`src/rtl/av2_stream_pkg.sv`:
```
// av2_stream_pkg: shared tuser bit positions, frame checker error codes,
// checker state type and the YUV420 frame byte-count helper.
package av2_stream_pkg;

    localparam int TUSER_SOF = 1;
    localparam int TUSER_EOF = 0;

    localparam logic [2:0] ERR_NONE    = 3'd0;
    localparam logic [2:0] ERR_LEN     = 3'd1;
    localparam logic [2:0] ERR_KEEP    = 3'd2;
    localparam logic [2:0] ERR_NOSTART = 3'd3;
    localparam logic [2:0] ERR_RESTART = 3'd4;

    typedef enum logic {
        CHK_IDLE     = 1'b0,
        CHK_IN_FRAME = 1'b1
    } chk_state_t;

    // Luma plus two quarter-size chroma planes, all in 32-bit arithmetic.
    function automatic logic [31:0] frame_bytes(
        input logic [15:0] w,
        input logic [15:0] h
    );
        logic [31:0] luma;
        luma = {16'd0, w} * {16'd0, h};
        return luma + ((luma >> 2) << 1);
    endfunction

endpackage

```
`src/rtl/av2_sync_fifo.sv`:
```
// av2_sync_fifo: generic synchronous FIFO, first-word-fall-through output.
// Ports: clk, rst_n, flush, wr_en/wr_data, rd_en/rd_data, full, empty, level.
module av2_sync_fifo #(
    parameter int WIDTH = 8,
    parameter int DEPTH = 16,
    localparam int AW = $clog2(DEPTH),
    localparam int LW = AW + 1
) (
    input  logic             clk,
    input  logic             rst_n,
    input  logic             flush,
    input  logic             wr_en,
    input  logic [WIDTH-1:0] wr_data,
    input  logic             rd_en,
    output logic [WIDTH-1:0] rd_data,
    output logic             full,
    output logic             empty,
    output logic [LW-1:0]    level
);

    logic [WIDTH-1:0] mem [DEPTH];
    logic [AW-1:0]    wr_ptr;
    logic [AW-1:0]    rd_ptr;
    logic [LW-1:0]    count;
    logic             push;
    logic             pop;

    assign full  = (count == LW'(DEPTH));
    assign empty = (count == '0);
    assign push  = wr_en && !full && !flush;
    assign pop   = rd_en && !empty && !flush;
    assign level = count;

    // Empty reads return zero so the output is clean out of reset.
    assign rd_data = empty ? '0 : mem[rd_ptr];

    always_ff @(posedge clk or negedge rst_n) begin
        if (!rst_n) begin
            wr_ptr <= '0;
            rd_ptr <= '0;
            count  <= '0;
        end else if (flush) begin
            wr_ptr <= '0;
            rd_ptr <= '0;
            count  <= '0;
        end else begin
            if (push) begin
                wr_ptr <= wr_ptr + AW'(1);
            end
            if (pop) begin
                rd_ptr <= rd_ptr + AW'(1);
            end
            if (push && !pop) begin
                count <= count + LW'(1);
            end else if (pop && !push) begin
                count <= count - LW'(1);
            end
        end
    end

    always_ff @(posedge clk) begin
        if (push) begin
            mem[wr_ptr] <= wr_data;
        end
    end

endmodule

```
`src/rtl/av2_out_stream_fifo.sv`:
```
// av2_out_stream_fifo: output beat buffer plus per-frame integrity checker.
// Ports: s_axis_* in, m_axis_* out, fifo_level, frame_done/err, err_code,
// frame_count. Checker built only with AV2_OUT_FIFO_CHECK_EN defined.
module av2_out_stream_fifo #(
    parameter int DATA_WIDTH = 128,
    parameter int DEPTH      = 16
) (
    input  logic                      clk,
    input  logic                      rst_n,
    input  logic                      flush,
    input  logic [15:0]               frame_width,
    input  logic [15:0]               frame_height,
    input  logic [DATA_WIDTH-1:0]     s_axis_tdata,
    input  logic                      s_axis_tvalid,
    output logic                      s_axis_tready,
    input  logic                      s_axis_tlast,
    input  logic [DATA_WIDTH/8-1:0]   s_axis_tkeep,
    input  logic [1:0]                s_axis_tuser,
    output logic [DATA_WIDTH-1:0]     m_axis_tdata,
    output logic                      m_axis_tvalid,
    output logic                      m_axis_tlast,
    output logic [DATA_WIDTH/8-1:0]   m_axis_tkeep,
    output logic [1:0]                m_axis_tuser,
    input  logic                      m_axis_tready,
    output logic [$clog2(DEPTH):0]    fifo_level,
    output logic                      frame_done,
    output logic                      frame_err,
    output logic [2:0]                err_code,
    output logic [15:0]               frame_count
);

    import av2_stream_pkg::*;

    localparam int KW = DATA_WIDTH / 8;
    localparam int FW = DATA_WIDTH + KW + 3;

    logic          rdy_q;
    logic          full;
    logic          empty;
    logic          push;
    logic          pop;
    logic [FW-1:0] rd_word;

    // Holds tready low through reset and the first edge after it.
    always_ff @(posedge clk or negedge rst_n) begin
        if (!rst_n) begin
            rdy_q <= 1'b0;
        end else begin
            rdy_q <= 1'b1;
        end
    end

    assign s_axis_tready = rdy_q && !full && !flush;
    assign push          = s_axis_tvalid && s_axis_tready;
    assign m_axis_tvalid = !empty;
    assign pop           = m_axis_tvalid && m_axis_tready;

    av2_sync_fifo #(
        .WIDTH (FW),
        .DEPTH (DEPTH)
    ) u_fifo (
        .clk     (clk),
        .rst_n   (rst_n),
        .flush   (flush),
        .wr_en   (push),
        .wr_data ({s_axis_tdata, s_axis_tkeep, s_axis_tlast, s_axis_tuser}),
        .rd_en   (pop),
        .rd_data (rd_word),
        .full    (full),
        .empty   (empty),
        .level   (fifo_level)
    );

    assign {m_axis_tdata, m_axis_tkeep, m_axis_tlast, m_axis_tuser} = rd_word;

`ifdef AV2_OUT_FIFO_CHECK_EN

    chk_state_t    state;
    chk_state_t    state_nx;
    logic [31:0]   acc;
    logic [31:0]   acc_nx;
    logic [31:0]   acc_sum;
    logic [31:0]   beat_bytes;
    logic [31:0]   expected;
    logic          flag;
    logic          flag_nx;
    logic          beat_flag;
    logic          sof;
    logic          keep_bad;
    logic          restart;
    logic          nostart;
    logic          len_bad;
    logic [KW-1:0] keep_inc;
    logic [2:0]    code;
    logic          done_nx;
    logic          err_nx;
    logic [2:0]    code_nx;
    logic [15:0]   count_nx;
    logic          done_q;
    logic          err_q;
    logic [2:0]    code_q;
    logic [15:0]   count_q;

    assign expected = frame_bytes(frame_width, frame_height);

    always_comb begin
        beat_bytes = '0;
        for (int i = 0; i < KW; i++) begin
            beat_bytes = beat_bytes + 32'(s_axis_tkeep[i]);
        end
    end

    always_comb begin
        // Contiguous low-order keep: k & (k+1) clears only for 2^n-1.
        keep_inc = s_axis_tkeep + KW'(1);
        keep_bad = (s_axis_tkeep == '0) ||
                   ((s_axis_tkeep & keep_inc) != '0);
        sof      = s_axis_tuser[TUSER_SOF];
        restart  = sof && (state == CHK_IN_FRAME);
        nostart  = !sof && (state == CHK_IDLE);
        acc_sum  = sof ? beat_bytes : acc + beat_bytes;
        len_bad  = s_axis_tlast && (acc_sum != expected);

        if (keep_bad) begin
            code = ERR_KEEP;
        end else if (restart) begin
            code = ERR_RESTART;
        end else if (nostart) begin
            code = ERR_NOSTART;
        end else if (len_bad) begin
            code = ERR_LEN;
        end else begin
            code = ERR_NONE;
        end

        // A start beat opens a fresh per-frame error history.
        beat_flag = (sof ? 1'b0 : flag) | (code != ERR_NONE);
    end

    always_comb begin
        state_nx = state;
        acc_nx   = acc;
        flag_nx  = flag;
        done_nx  = 1'b0;
        err_nx   = 1'b0;
        code_nx  = ERR_NONE;
        count_nx = count_q;
        if (flush) begin
            state_nx = CHK_IDLE;
            acc_nx   = '0;
            flag_nx  = 1'b0;
        end else if (push) begin
            done_nx = s_axis_tlast;
            err_nx  = (code != ERR_NONE);
            code_nx = code;
            if (s_axis_tlast) begin
                state_nx = CHK_IDLE;
                acc_nx   = '0;
                flag_nx  = 1'b0;
                if (!beat_flag) begin
                    count_nx = count_q + 16'd1;
                end
            end else begin
                state_nx = sof ? CHK_IN_FRAME : state;
                acc_nx   = acc_sum;
                flag_nx  = beat_flag;
            end
        end
    end

    always_ff @(posedge clk or negedge rst_n) begin
        if (!rst_n) begin
            state   <= CHK_IDLE;
            acc     <= '0;
            flag    <= 1'b0;
            done_q  <= 1'b0;
            err_q   <= 1'b0;
            code_q  <= ERR_NONE;
            count_q <= '0;
        end else begin
            state   <= state_nx;
            acc     <= acc_nx;
            flag    <= flag_nx;
            done_q  <= done_nx;
            err_q   <= err_nx;
            code_q  <= code_nx;
            count_q <= count_nx;
        end
    end

    assign frame_done  = done_q;
    assign frame_err   = err_q;
    assign err_code    = code_q;
    assign frame_count = count_q;

`else

    logic unused_cfg;
    assign unused_cfg  = ^{frame_width, frame_height};

    assign frame_done  = 1'b0;
    assign frame_err   = 1'b0;
    assign err_code    = ERR_NONE;
    assign frame_count = '0;

`endif

endmodule

```
`config.mk`:
```
export PLATFORM = sky130hd
export DESIGN_NAME = av2_out_stream_fifo
export DESIGN_NICKNAME = d
export VERILOG_FILES = /design/src/rtl/av2_stream_pkg.sv /design/src/rtl/av2_sync_fifo.sv /design/src/rtl/av2_out_stream_fifo.sv
export SDC_FILE = /design/constraint.sdc
export NUM_CORES = 2
export LEC_CHECK = 0
export ABC_CLOCK_PERIOD_IN_PS = 6300
export CAP_MARGIN = 20
export CORE_UTILIZATION = 55
export CTS_BUF_LIST = sky130_fd_sc_hd__clkbuf_8
export CTS_CLUSTER_DIAMETER = 100
export DETAILED_ROUTE_END_ITERATION = 10
export PLACE_DENSITY = 0.72
export SLEW_MARGIN = 25
export SYNTH_ARGS = -nofsm -noshare
export SYNTH_HDL_FRONTEND = slang
export SYNTH_SLANG_ARGS = --single-unit
```
`constraint.sdc`:
```
create_clock -name clk -period 6.3 [get_ports clk]
set_input_delay 0.945 -clock clk [delete_from_list [all_inputs] [get_ports clk]]
set_output_delay 0.945 -clock clk [all_outputs]
set_load 0.02 [all_outputs]
```
==> run metrics <==
status complete, no violations; Core Rows 147; MaxCap Viol Count 0; clock network power share 31.4%; max_slew headroom 28.7%; sequential area share after synthesis 79.1%; Reg2Reg Setup Slack 3.00 ns; Critical Path, Cell by Cell inv_8 > buf_12 > mux2i_1 > o22ai_1 > clkdlybuf4s50_1; slowest CP cell clkdlybuf4s50_1; DP Cell Count 6201; pin count of the biggest net entering global routing 110; Die Ht 406 um; die area 165000 um^2; clock buffer depth 4; Synth Area per Inst 23.4 um^2; Yosys top cell area share 78.7%; Setup TNS 0 ns; CTS tree done; via count 42.5k; R2R cell count 9; CTS Buf Count 381; GR Util All Layers 24.3%; Avg WL per Cell 29.0 um; CP max stage delay 0.73 ns; Finished Layout Cells 6867; worst-skew pair later-pin latency 1.06 ns; Yosys cell types 44; Syn Std Cell Area 89800 um^2; TritonRoute pass-1 iters 5; setup bufs post-CTS 0; total leakage power 33.1 nW; Initial Utilization 55.7%; Synth Instances 3839; drt initial violations 4504; CP top delay family buffers and inverters; Yosys warnings 0; combinational share of power 21.4%; synth cell count leaders edfxtp_1, mux4_2, mux2i_1; Net count, final 4619; initial antenna violation count 28; PortBufs 305; Final Cycle Share 88.0%; part of the power in registers 47.1%; root buf cell clkbuf_8; # setup viols final 0; switching pwr 10.1 mW; pwr/cell area 362 nW/um^2; reg-to-reg endpoint u_fifo.level[4]; main flop type after synthesis edfxtp_1; Setup WS post-layout 0.753 ns; crit path DAT 4.60 ns; most frequent cell after synthesis edfxtp_1; max-slew violation count 0; DRT Wirelength 199000 um; Remaining DRCs 0; Worst EP required 5.35 ns; critical setup path kind register to primary output; Net Sw Frac 27.0%; Sink Count 2366; H-tree depth 5; worst slew pin tran 1.07 ns; worst vdd ir 0.335 mV; Post-synth EDFFs 2352; RSZ-0062 raised after global routing no; synthesized flop and latch total 2366; Pint 27.2 mW; first-pass GRT wire length 288000 um; post-place setup slack 1.86 ns; post-DP HPWL 101000 um; CTS hold repair buffers 0; asr flop ratio synth 0.592%; critical path peak fanout 77; vias in the first global route 43.6k; FMAX 0.180 GHz; GRT Residual Overflow 0; die extent in x 406 um; Crit. End Element primary output; CP startpoint kind register; area growth from synthesis to layout 14.5%; Setup Skew 0.0833 ns; Period minus WS final 5.55 ns; Hold Path Class input pin to async pin; number of antenna-violating nets in the routed design 0; Core Region 161000 um^2; Worst Path Buf+Inv 3; CTS clock-pin slew for the worst setup and hold paths 0.06 ns; Reg-to-Reg Start u_fifo.level[0]; IO Count 359; synth top area cells edfxtp_1, mux4_2, mux2i_1, o22ai_1, buf_2; crit path launch u_fifo.rd_ptr[2]; endpoints failing hold 0; post-cts resize count 0; GP Congestion 0.750; Pwr Total 37.3 mW; Yosys top cell by area edfxtp_1; share of layout cells above drive strength 1 24.2%; vias per inst 6.19
state kept, by name, indices dropped and copies added, names as in the netlist:
signal and count:
u_fifo.level 5, u_fifo.mem 2352, u_fifo.wr_ptr 4, rdy_q 1, u_fifo.rd_ptr 4
routing by layer:
metal | part of all wire (%) | global-route usage, % | vias up
li1 | - | - | 17697
met1 | 41 | 34.3 | 22640
met2 | 49 | 38.3 | 1819
met3 | 8.4 | 5.80 | 304
met4 | 2.0 | 6.89 | 34
met5 | 0.10 | 0 | -
logic make-up after synthesis:
| group | after synthesis | synth area share, % |
|---|---|---|
| DFF | 2366 | 79.1 |
| muxes | 833 | 16.7 |
| AOI/OAI and AO/OA | 323 | 2.39 |
| buffers and inverters | 240 | 1.24 |
| and+or+nand+nor | 57 | 0.340 |
| adders and majority gates | 10 | 0.148 |
| xor gates and xnor gates | 8 | 0.0780 |
| other | 2 | 0.00836 |
worst reg2reg max path: stages (launching register included):
cell     delay (ns)
dfrtp_1        0.46
or4_1          0.73
o21ai_1        0.32
o21ai_0        0.30
fa_1           0.51
a21o_1         0.20
a21o_1         0.18
and3_1         0.18
o21ai_0        0.13
nor3b_1        0.21
worst max-delay path by stage:
stage	slack (ns)	cells past startpoint	end
after global routing	0.62	7	m_axis_tdata[123]
after CTS	0.67	7	m_axis_tdata[123]
final	0.75	5	m_axis_tdata[9]
after detailed placement	1.86	7	m_axis_tdata[123]
after floorplan	0.36	6	u_fifo.mem[0][0]
after global placement	1.87	7	u_fifo.mem[0][113]
cell type report:
| class | count | area, um^2 |
|---|---|---|
| antenna | 8 | 20.0 |
| timing repair buffer | 420 | 4560 |
| inverter | 3 | 18.8 |
| clock inverter | 271 | 1330 |
| sequential | 2366 | 71000 |
| fill | 10468 | 58500 |
| multi-input combinational | 1253 | 17800 |
| clock buffer | 386 | 5310 |
| tap | 2160 | 2700 |
power by group through the flow:
| stage | clock, mW | combinational (mW) | sequential, mW |
|---|---|---|---|
| CTS | 11.9 | 8.10 | 17.6 |
| floorplan | 0 | 5.19 | 17.8 |
| finish | 11.7 | 7.98 | 17.6 |
| global route | 12.6 | 8.49 | 17.6 |
| global placement | 0 | 8.02 | 17.9 |
| detailed placement | 0 | 8.08 | 17.9 |
metrics by stage:
stage	instance area [um^2]	hold slack (ns)	utilization, %
final	103000	0.281	63.7
after global routing	103000	0.274	63.7
after CTS	103000	0.198	63.7
after detailed placement	96100	0.561	59.6
after global placement	96100	0.546	59.6
after floorplan	89900	0.512	-
placed cells by master, fill, tap and decap left out, drive strengths merged, types with 5 or more instances in the layout:
cell	n
a21oi	58
a221oi	53
a22oi	22
a32oi	31
and2	10
and3	5
buf	115
bufinv	8
clkbuf	386
clkdlybuf4s50	305
clkinv	159
clkinvlp	6
conb	22
dfrtp	14
diode	8
edfxtp	2352
ha	9
inv	101
mux2i	294
mux4	535
nand2	9
nor2	14
o21ai	59
o22ai	94
xnor2	5
(Power assumes the default switching activity.)
